<file path="src/rtl/cordic_prerot_if.sv">
// Sample channel of the CORDIC pre-rotation stage: input and output
// valid/ready handshakes together with their payload fields.
interface cordic_prerot_if #(
    parameter int W  = 16,
    parameter int G  = 2,
    parameter int TW = 4
);
    logic                  in_valid;
    logic                  in_ready;
    logic signed [W-1:0]   in_x;
    logic signed [W-1:0]   in_y;
    logic signed [W-1:0]   in_z;
    logic                  in_mode;
    logic [TW-1:0]         in_tag;

    logic                  out_valid;
    logic                  out_ready;
    logic signed [W+G-1:0] out_x;
    logic signed [W+G-1:0] out_y;
    logic signed [W-1:0]   out_z;
    logic                  out_mode;
    logic [1:0]            out_quad;
    logic [TW-1:0]         out_tag;

    // Environment side: produces input samples and consumes folded samples.
    modport master (
        output in_valid, in_x, in_y, in_z, in_mode, in_tag, out_ready,
        input  in_ready, out_valid, out_x, out_y, out_z, out_mode, out_quad, out_tag
    );

    // Block side.
    modport slave (
        input  in_valid, in_x, in_y, in_z, in_mode, in_tag, out_ready,
        output in_ready, out_valid, out_x, out_y, out_z, out_mode, out_quad, out_tag
    );
endinterface

</file>
<file path="src/rtl/cordic_prerot.sv">
// Two-stage CORDIC pre-rotation: folds each sample into the convergence range
// (|z| <= pi/2 in rotation mode, x >= 0 in vector mode) with valid/ready flow control.
module cordic_prerot #(
    parameter int W  = 16,
    parameter int G  = 2,
    parameter int TW = 4,
    parameter int CW = 16
) (
    input  logic             clk,
    input  logic             rst,
    cordic_prerot_if.slave   bus,
    input  logic             cnt_clr,
    output logic [CW-1:0]    fold_cnt
);

    if (G < 1) begin : g_bad_guard
        $error("cordic_prerot: G must be >= 1");
    end
    if (W < 3) begin : g_bad_width
        $error("cordic_prerot: W must be >= 3");
    end
    if (CW < 1) begin : g_bad_cnt
        $error("cordic_prerot: CW must be >= 1");
    end

    typedef enum logic [1:0] {
        Q_NONE = 2'b00,
        Q_POS  = 2'b01,
        Q_NEG  = 2'b10,
        Q_PI   = 2'b11
    } quad_t;

    localparam logic signed [W-1:0] HALF_PI     = {2'b01, {(W-2){1'b0}}};
    localparam logic signed [W-1:0] NEG_HALF_PI = {2'b11, {(W-2){1'b0}}};

    // Stage 1 (capture and classify)
    logic                s1_valid;
    logic signed [W-1:0] s1_x;
    logic signed [W-1:0] s1_y;
    logic signed [W-1:0] s1_z;
    logic                s1_mode;
    logic [TW-1:0]       s1_tag;
    quad_t               s1_quad;

    logic  adv1;
    logic  adv2;
    quad_t in_quad;

    logic signed [W+G-1:0] x_ext;
    logic signed [W+G-1:0] y_ext;
    logic signed [W+G-1:0] fx;
    logic signed [W+G-1:0] fy;
    logic signed [W-1:0]   fz;

    assign adv2         = !bus.out_valid || bus.out_ready;
    assign adv1         = !s1_valid || adv2;
    assign bus.in_ready = adv1;

    always_comb begin
        in_quad = Q_NONE;
        if (!bus.in_mode) begin
            if (bus.in_z > HALF_PI) begin
                in_quad = Q_POS;
            end else if (bus.in_z < NEG_HALF_PI) begin
                in_quad = Q_NEG;
            end
        end else if (bus.in_x[W-1]) begin
            in_quad = Q_PI;
        end
    end

    // Guard bits make the negation of the most negative input exact.
    always_comb begin
        x_ext = {{G{s1_x[W-1]}}, s1_x};
        y_ext = {{G{s1_y[W-1]}}, s1_y};
        fx    = x_ext;
        fy    = y_ext;
        fz    = s1_z;
        case (s1_quad)
            Q_POS: begin
                fx = -y_ext;
                fy = x_ext;
                fz = s1_z - HALF_PI;
            end
            Q_NEG: begin
                fx = y_ext;
                fy = -x_ext;
                fz = s1_z + HALF_PI;
            end
            Q_PI: begin
                fx = -x_ext;
                fy = -y_ext;
                fz = {~s1_z[W-1], s1_z[W-2:0]};
            end
            default: ;
        endcase
    end

    always_ff @(posedge clk) begin
        if (rst) begin
            s1_valid     <= 1'b0;
            s1_x         <= '0;
            s1_y         <= '0;
            s1_z         <= '0;
            s1_mode      <= 1'b0;
            s1_tag       <= '0;
            s1_quad      <= Q_NONE;
            bus.out_valid <= 1'b0;
            bus.out_x    <= '0;
            bus.out_y    <= '0;
            bus.out_z    <= '0;
            bus.out_mode <= 1'b0;
            bus.out_quad <= '0;
            bus.out_tag  <= '0;
        end else begin
            if (adv2) begin
                bus.out_valid <= s1_valid;
                if (s1_valid) begin
                    bus.out_x    <= fx;
                    bus.out_y    <= fy;
                    bus.out_z    <= fz;
                    bus.out_mode <= s1_mode;
                    bus.out_quad <= s1_quad;
                    bus.out_tag  <= s1_tag;
                end
            end
            if (adv1) begin
                s1_valid <= bus.in_valid;
                if (bus.in_valid) begin
                    s1_x    <= bus.in_x;
                    s1_y    <= bus.in_y;
                    s1_z    <= bus.in_z;
                    s1_mode <= bus.in_mode;
                    s1_tag  <= bus.in_tag;
                    s1_quad <= in_quad;
                end
            end
        end
    end

    // Clear wins over a simultaneous qualifying transfer.
    always_ff @(posedge clk) begin
        if (rst || cnt_clr) begin
            fold_cnt <= '0;
        end else if (bus.out_valid && bus.out_ready && (bus.out_quad != 2'b00)
                     && (fold_cnt != '1)) begin
            fold_cnt <= fold_cnt + CW'(1);
        end
    end

endmodule

</file>
<file path="src/flat_wrapper.sv">
// flat-port wrapper written by rule: the top's interface ports become plain ports
module cordic_prerot_flat 
#(
    parameter int W  = 16,
    parameter int G  = 2,
    parameter int TW = 4,
    parameter int CW = 16
)
  (clk, rst, cnt_clr, fold_cnt, bus_in_valid, bus_in_x, bus_in_y, bus_in_z, bus_in_mode, bus_in_tag, bus_out_ready, bus_in_ready, bus_out_valid, bus_out_x, bus_out_y, bus_out_z, bus_out_mode, bus_out_quad, bus_out_tag);
  cordic_prerot_if #(.W(W), .G(G), .TW(TW)) bus_i ();
  input  logic clk;
  input  logic rst;
  input  logic cnt_clr;
  output logic [CW-1:0] fold_cnt;
  input wire logic [$bits(bus_i.in_valid)-1:0] bus_in_valid;
  input wire logic [$bits(bus_i.in_x)-1:0] bus_in_x;
  input wire logic [$bits(bus_i.in_y)-1:0] bus_in_y;
  input wire logic [$bits(bus_i.in_z)-1:0] bus_in_z;
  input wire logic [$bits(bus_i.in_mode)-1:0] bus_in_mode;
  input wire logic [$bits(bus_i.in_tag)-1:0] bus_in_tag;
  input wire logic [$bits(bus_i.out_ready)-1:0] bus_out_ready;
  output wire logic [$bits(bus_i.in_ready)-1:0] bus_in_ready;
  output wire logic [$bits(bus_i.out_valid)-1:0] bus_out_valid;
  output wire logic [$bits(bus_i.out_x)-1:0] bus_out_x;
  output wire logic [$bits(bus_i.out_y)-1:0] bus_out_y;
  output wire logic [$bits(bus_i.out_z)-1:0] bus_out_z;
  output wire logic [$bits(bus_i.out_mode)-1:0] bus_out_mode;
  output wire logic [$bits(bus_i.out_quad)-1:0] bus_out_quad;
  output wire logic [$bits(bus_i.out_tag)-1:0] bus_out_tag;
  assign bus_i.in_valid = bus_in_valid;
  assign bus_i.in_x = bus_in_x;
  assign bus_i.in_y = bus_in_y;
  assign bus_i.in_z = bus_in_z;
  assign bus_i.in_mode = bus_in_mode;
  assign bus_i.in_tag = bus_in_tag;
  assign bus_i.out_ready = bus_out_ready;
  assign bus_in_ready = bus_i.in_ready;
  assign bus_out_valid = bus_i.out_valid;
  assign bus_out_x = bus_i.out_x;
  assign bus_out_y = bus_i.out_y;
  assign bus_out_z = bus_i.out_z;
  assign bus_out_mode = bus_i.out_mode;
  assign bus_out_quad = bus_i.out_quad;
  assign bus_out_tag = bus_i.out_tag;
  cordic_prerot #(.W(W), .G(G), .TW(TW), .CW(CW)) u_core (.clk(clk), .rst(rst), .bus(bus_i), .cnt_clr(cnt_clr), .fold_cnt(fold_cnt));
endmodule
</file>
<file path="config.mk">
export PLATFORM = sky130hd
export DESIGN_NAME = cordic_prerot_flat
export DESIGN_NICKNAME = d
export VERILOG_FILES = /design/src/rtl/cordic_prerot_if.sv /design/src/rtl/cordic_prerot.sv /design/src/flat_wrapper.sv
export SDC_FILE = /design/constraint.sdc
export NUM_CORES = 1
export LEC_CHECK = 0
export CAP_MARGIN = 20
export CORE_ASPECT_RATIO = 1.1
export CORE_MARGIN = 3
export CORE_UTILIZATION = 53
export CTS_BUF_LIST = sky130_fd_sc_hd__clkbuf_4 sky130_fd_sc_hd__clkbuf_8
export DETAILED_ROUTE_END_ITERATION = 6
export GPL_TIMING_DRIVEN = 0
export PLACE_DENSITY = 0.92
export SETUP_SLACK_MARGIN = 0.02
export SLEW_MARGIN = 20
export SYNTH_ARGS = -nofsm -noshare
export SYNTH_HDL_FRONTEND = slang
export SYNTH_SLANG_ARGS = --single-unit
</file>
<file path="constraint.sdc">
create_clock -name clk -period 2.99 [get_ports clk]
set_clock_uncertainty 0.2 [all_clocks]
set_input_delay 0.897 -clock clk [delete_from_list [all_inputs] [get_ports clk]]
set_output_delay 0.897 -clock clk [all_outputs]
set_load 0.02 [all_outputs]
</file>
==> results.toml <==
[clocking]
cts_root_buf = "clkbuf_8"
hold_buffers = 0
clock-sinks = 132
numCtsBuffers = 17
clk_latency_ps = 470
clk_pin_slew_ps = 80
h-tree-depth = 4
cts_tree = "done"
cts_buffer_depth = 2

[route]
drt_iter0_drc = 619
vias = 7016
firstDrtPassIters = 5
via_per_inst = 6.002
antenna_left = 0
wl_mm = 21.38
wl_per_cell_um = 18.28
drcViolationCount = 0

[pwr]
leakage_uw = 0.002913
switching_share_pct = 31.69
p_int_uw = 2806
power_uw = 4107
power_frac_comb_pct = 20.4
seqPwrFrac_pct = 46.3
p_sw_uw = 1302
peakVddDrop_mv = 0.3345
power_density_nw_per_um2 = 489.8
p_clk_share_pct = 33.2

[sta]
relSlewSlack_pct = 44.10
hold_viol_final = 0
post-route-period-util_pct = 93.46
worst_pin_slew_ps = 830.9
worst_slack_ps = 195.6
max_freq_mhz = 357.9
min_period_ps = 2794
finalSetupViolCount = 0
drv_slew = 0
fin_tns_setup_ps = 0
rsz0062_at_grt = "no"

[cells_and_area]
num_antenna_cells = 0
layout_common_cells = "204 x nand2_1, 132 x dfxtp_1, 131 x clkdlybuf4s50_1"
synthToLayoutAreaGrowth_pct = 29.41
fin_nets = 1072
drive_above_1_share_pct = 5.496
post-route-util_pct = 71.69
final_common_cell = "nand2_1"

[outcome]
status = "complete, no violations"

[critical_path]
crit_arrival_ps = 2910
critPathCaptureType = "flip-flop"
worstReg2RegEnd = "u_core.bus.out_y[15]"
r2r-start = "u_core.s1_x[0]"
crit_end = "u_core.bus.out_y[15]"
reg2reg_depth = 5
reg2reg_slack_ps = 200
criticalPathCategory = "reg2reg"
crit_fanout = 6
worstSetupStartpoint = "u_core.s1_x[0]"
cp-start-kind = "flip-flop"
required_ps = 3100

[synthesis]
synth_cells = 855
avgSynthCellArea_um2 = 7.579
synth_area_um2 = 6480
synth_nets = 920
ys.flop_type = "dfxtp_1"
async_flop_share_pct = 0
synthDistinctLibCells = 58
ys_seq_elements = 132
synth_edf_count = 0
ys_warn_count = 0
seq_area_frac_synth_pct = 40.78

[job]
maxCapViolCount = 0

[placement]
dpl_worst_slack_ps = -561.1
hpwlAfterDp_mm = 14.98
io_buffers = 133
place.gp.congestion = 1.010

[floorplanning]
fp.dieH_um = 122.0
io_pins = 135
dieArea_um2 = 13590
core_area_um2 = 11700
die_w_um = 111.4
placementRows = 41
start_util_pct = 55.40

[global_route]
grt.total_usage_pct = 31.18
grt_max_degree = 17
grt_antenna_before_repair = 0
grt_pass1_vias = 6625
grt_pass1_wl_mm = 33.80
gr-total-overflow = 0

[min_path]
holdCritStartpoint = "u_core.s1_z[0]"
hold_class = "reg2reg"
min_path_cells = 2
==> power groups by stage <==
stage	registers, uW	clock network [uW]	logic [uW]
after CTS	1900	1370	815
after global routing	1910	1440	904
after global placement	1940	0	793
after detailed placement	1940	0	806
after floorplan	1970	0	456
final	1900	1360	840
==> synthesized netlist by cell type (2+ instances only) <==
master    instances  area (um2)
a211oi_1          9       67.56
a21o_1            9       67.56
a21oi_1          99       495.5
a221o_1           4       40.04
a221oi_1         22       192.7
a222oi_1          2       20.02
a22oi_1           2       15.01
a311oi_1          6       52.55
a31o_2            2       17.52
a31oi_1           5       31.28
a32o_1            3       30.03
and2_1            3       18.77
and3_1            3       18.77
buf_1             8       30.03
buf_2             2       10.01
clkbuf_1         61       229.0
clkbuf_2          2       10.01
dfxtp_1         132        2643
ha_1              7       87.58
inv_1            17       63.81
nand2_1         204       765.7
nand2b_1          5       31.28
nand3_1          14       70.07
nand3b_1          2       15.01
nand4_1          10       62.56
nand4b_1          2       17.52
nor2_1           52       195.2
nor2b_1           3       18.77
nor3_1           26       130.1
nor3b_1          11       82.58
nor4_1           11       68.82
nor4_2            2       25.02
nor4b_1           2       17.52
o211ai_1          4       30.03
o21ai_0          36       180.2
o221ai_1          2       17.52
o22ai_1           6       37.54
o311ai_0          2       17.52
or3_1             9       56.30
or4_1             3       22.52
xnor2_1          19       166.4
xor2_1           16       140.1
==> cells by family (layout without fill, tap and decap cells) <==
kind of cell	after synthesis	after routing	share of synthesized area, %
and+or+nand+nor	369	369	26.32
AOI/OAI and AO/OA	220	220	21.24
DFF	132	132	40.78
buffers and inverters	92	256	5.580
xor gates and xnor gates	35	35	4.731
adders and majority gates	7	7	1.352
==> per-stage QoR <==
stage	instances	hold WS, ps	cell area (um2)
final	1169	253.1	8386
after global routing	1169	266.6	8386
after CTS	1170	253.7	8373
after detailed placement	1138	244.1	7999
after global placement	1138	236.4	7999
after floorplan	855	232.1	6480
==> area by class of cell <==
class                   instances  area [um2]
well taps                     150       187.7
plain buffers                  74       299.0
flip-flops and latches        132        2643
fillers                       962        3311
clock inverters                11       80.08
clock buffers                  20       275.3
multi-input cells             631        3501
inverters                      17       63.81
repair buffers                134        1336
==> flip-flops by register name, indices dropped and copies added, names as in the netlist, 16 cells and up <==
name	flops
u_core.s1_z	16
u_core.fold_cnt	16
u_core.s1_x	16
u_core.s1_y	16
u_core.bus.out_x	18
u_core.bus.out_y	18
u_core.bus.out_z	16
==> how the worst min path moves through the flow <==
stage	endpoint	slack [ps]
6_report	u_core.bus.out_z[0]	250
5_1_grt	u_core.bus.out_z[0]	270
4_1_cts	u_core.bus.out_z[0]	250
3_5_place_dp	u_core.bus.out_tag[0]	240
3_3_place_gp	u_core.bus.out_tag[0]	240
2_1_floorplan	u_core.bus.out_mode	230
==> worst max-delay path: stages (launching register included) <==
cell      delay (ps)
dfxtp_1          370
nor4_2           750
nand2_1          310
or2_1            300
a211oi_1         530
a311oi_1         180
==> metal layers <==
| metal | part of all wire, % | GRT usage (%) | vias to the layer above |
|---|---|---|---|
| met5 | 0 | 0 | - |
| met3 | 9.3 | 6.110 | 73 |
| met2 | 46 | 50.45 | 417 |
| met1 | 40 | 39.65 | 3231 |
| met4 | 4.1 | 16.27 | 0 |
| li1 | - | - | 3295 |
==> timing repair <==
item                                    in CTS  in global routing
endpoints found under the setup margin      25                 16
setup buffers                                1                  0
resized for setup                            9                  7
endpoints found under the hold margin        0                  0
Power figures use the tool's default switching activity.
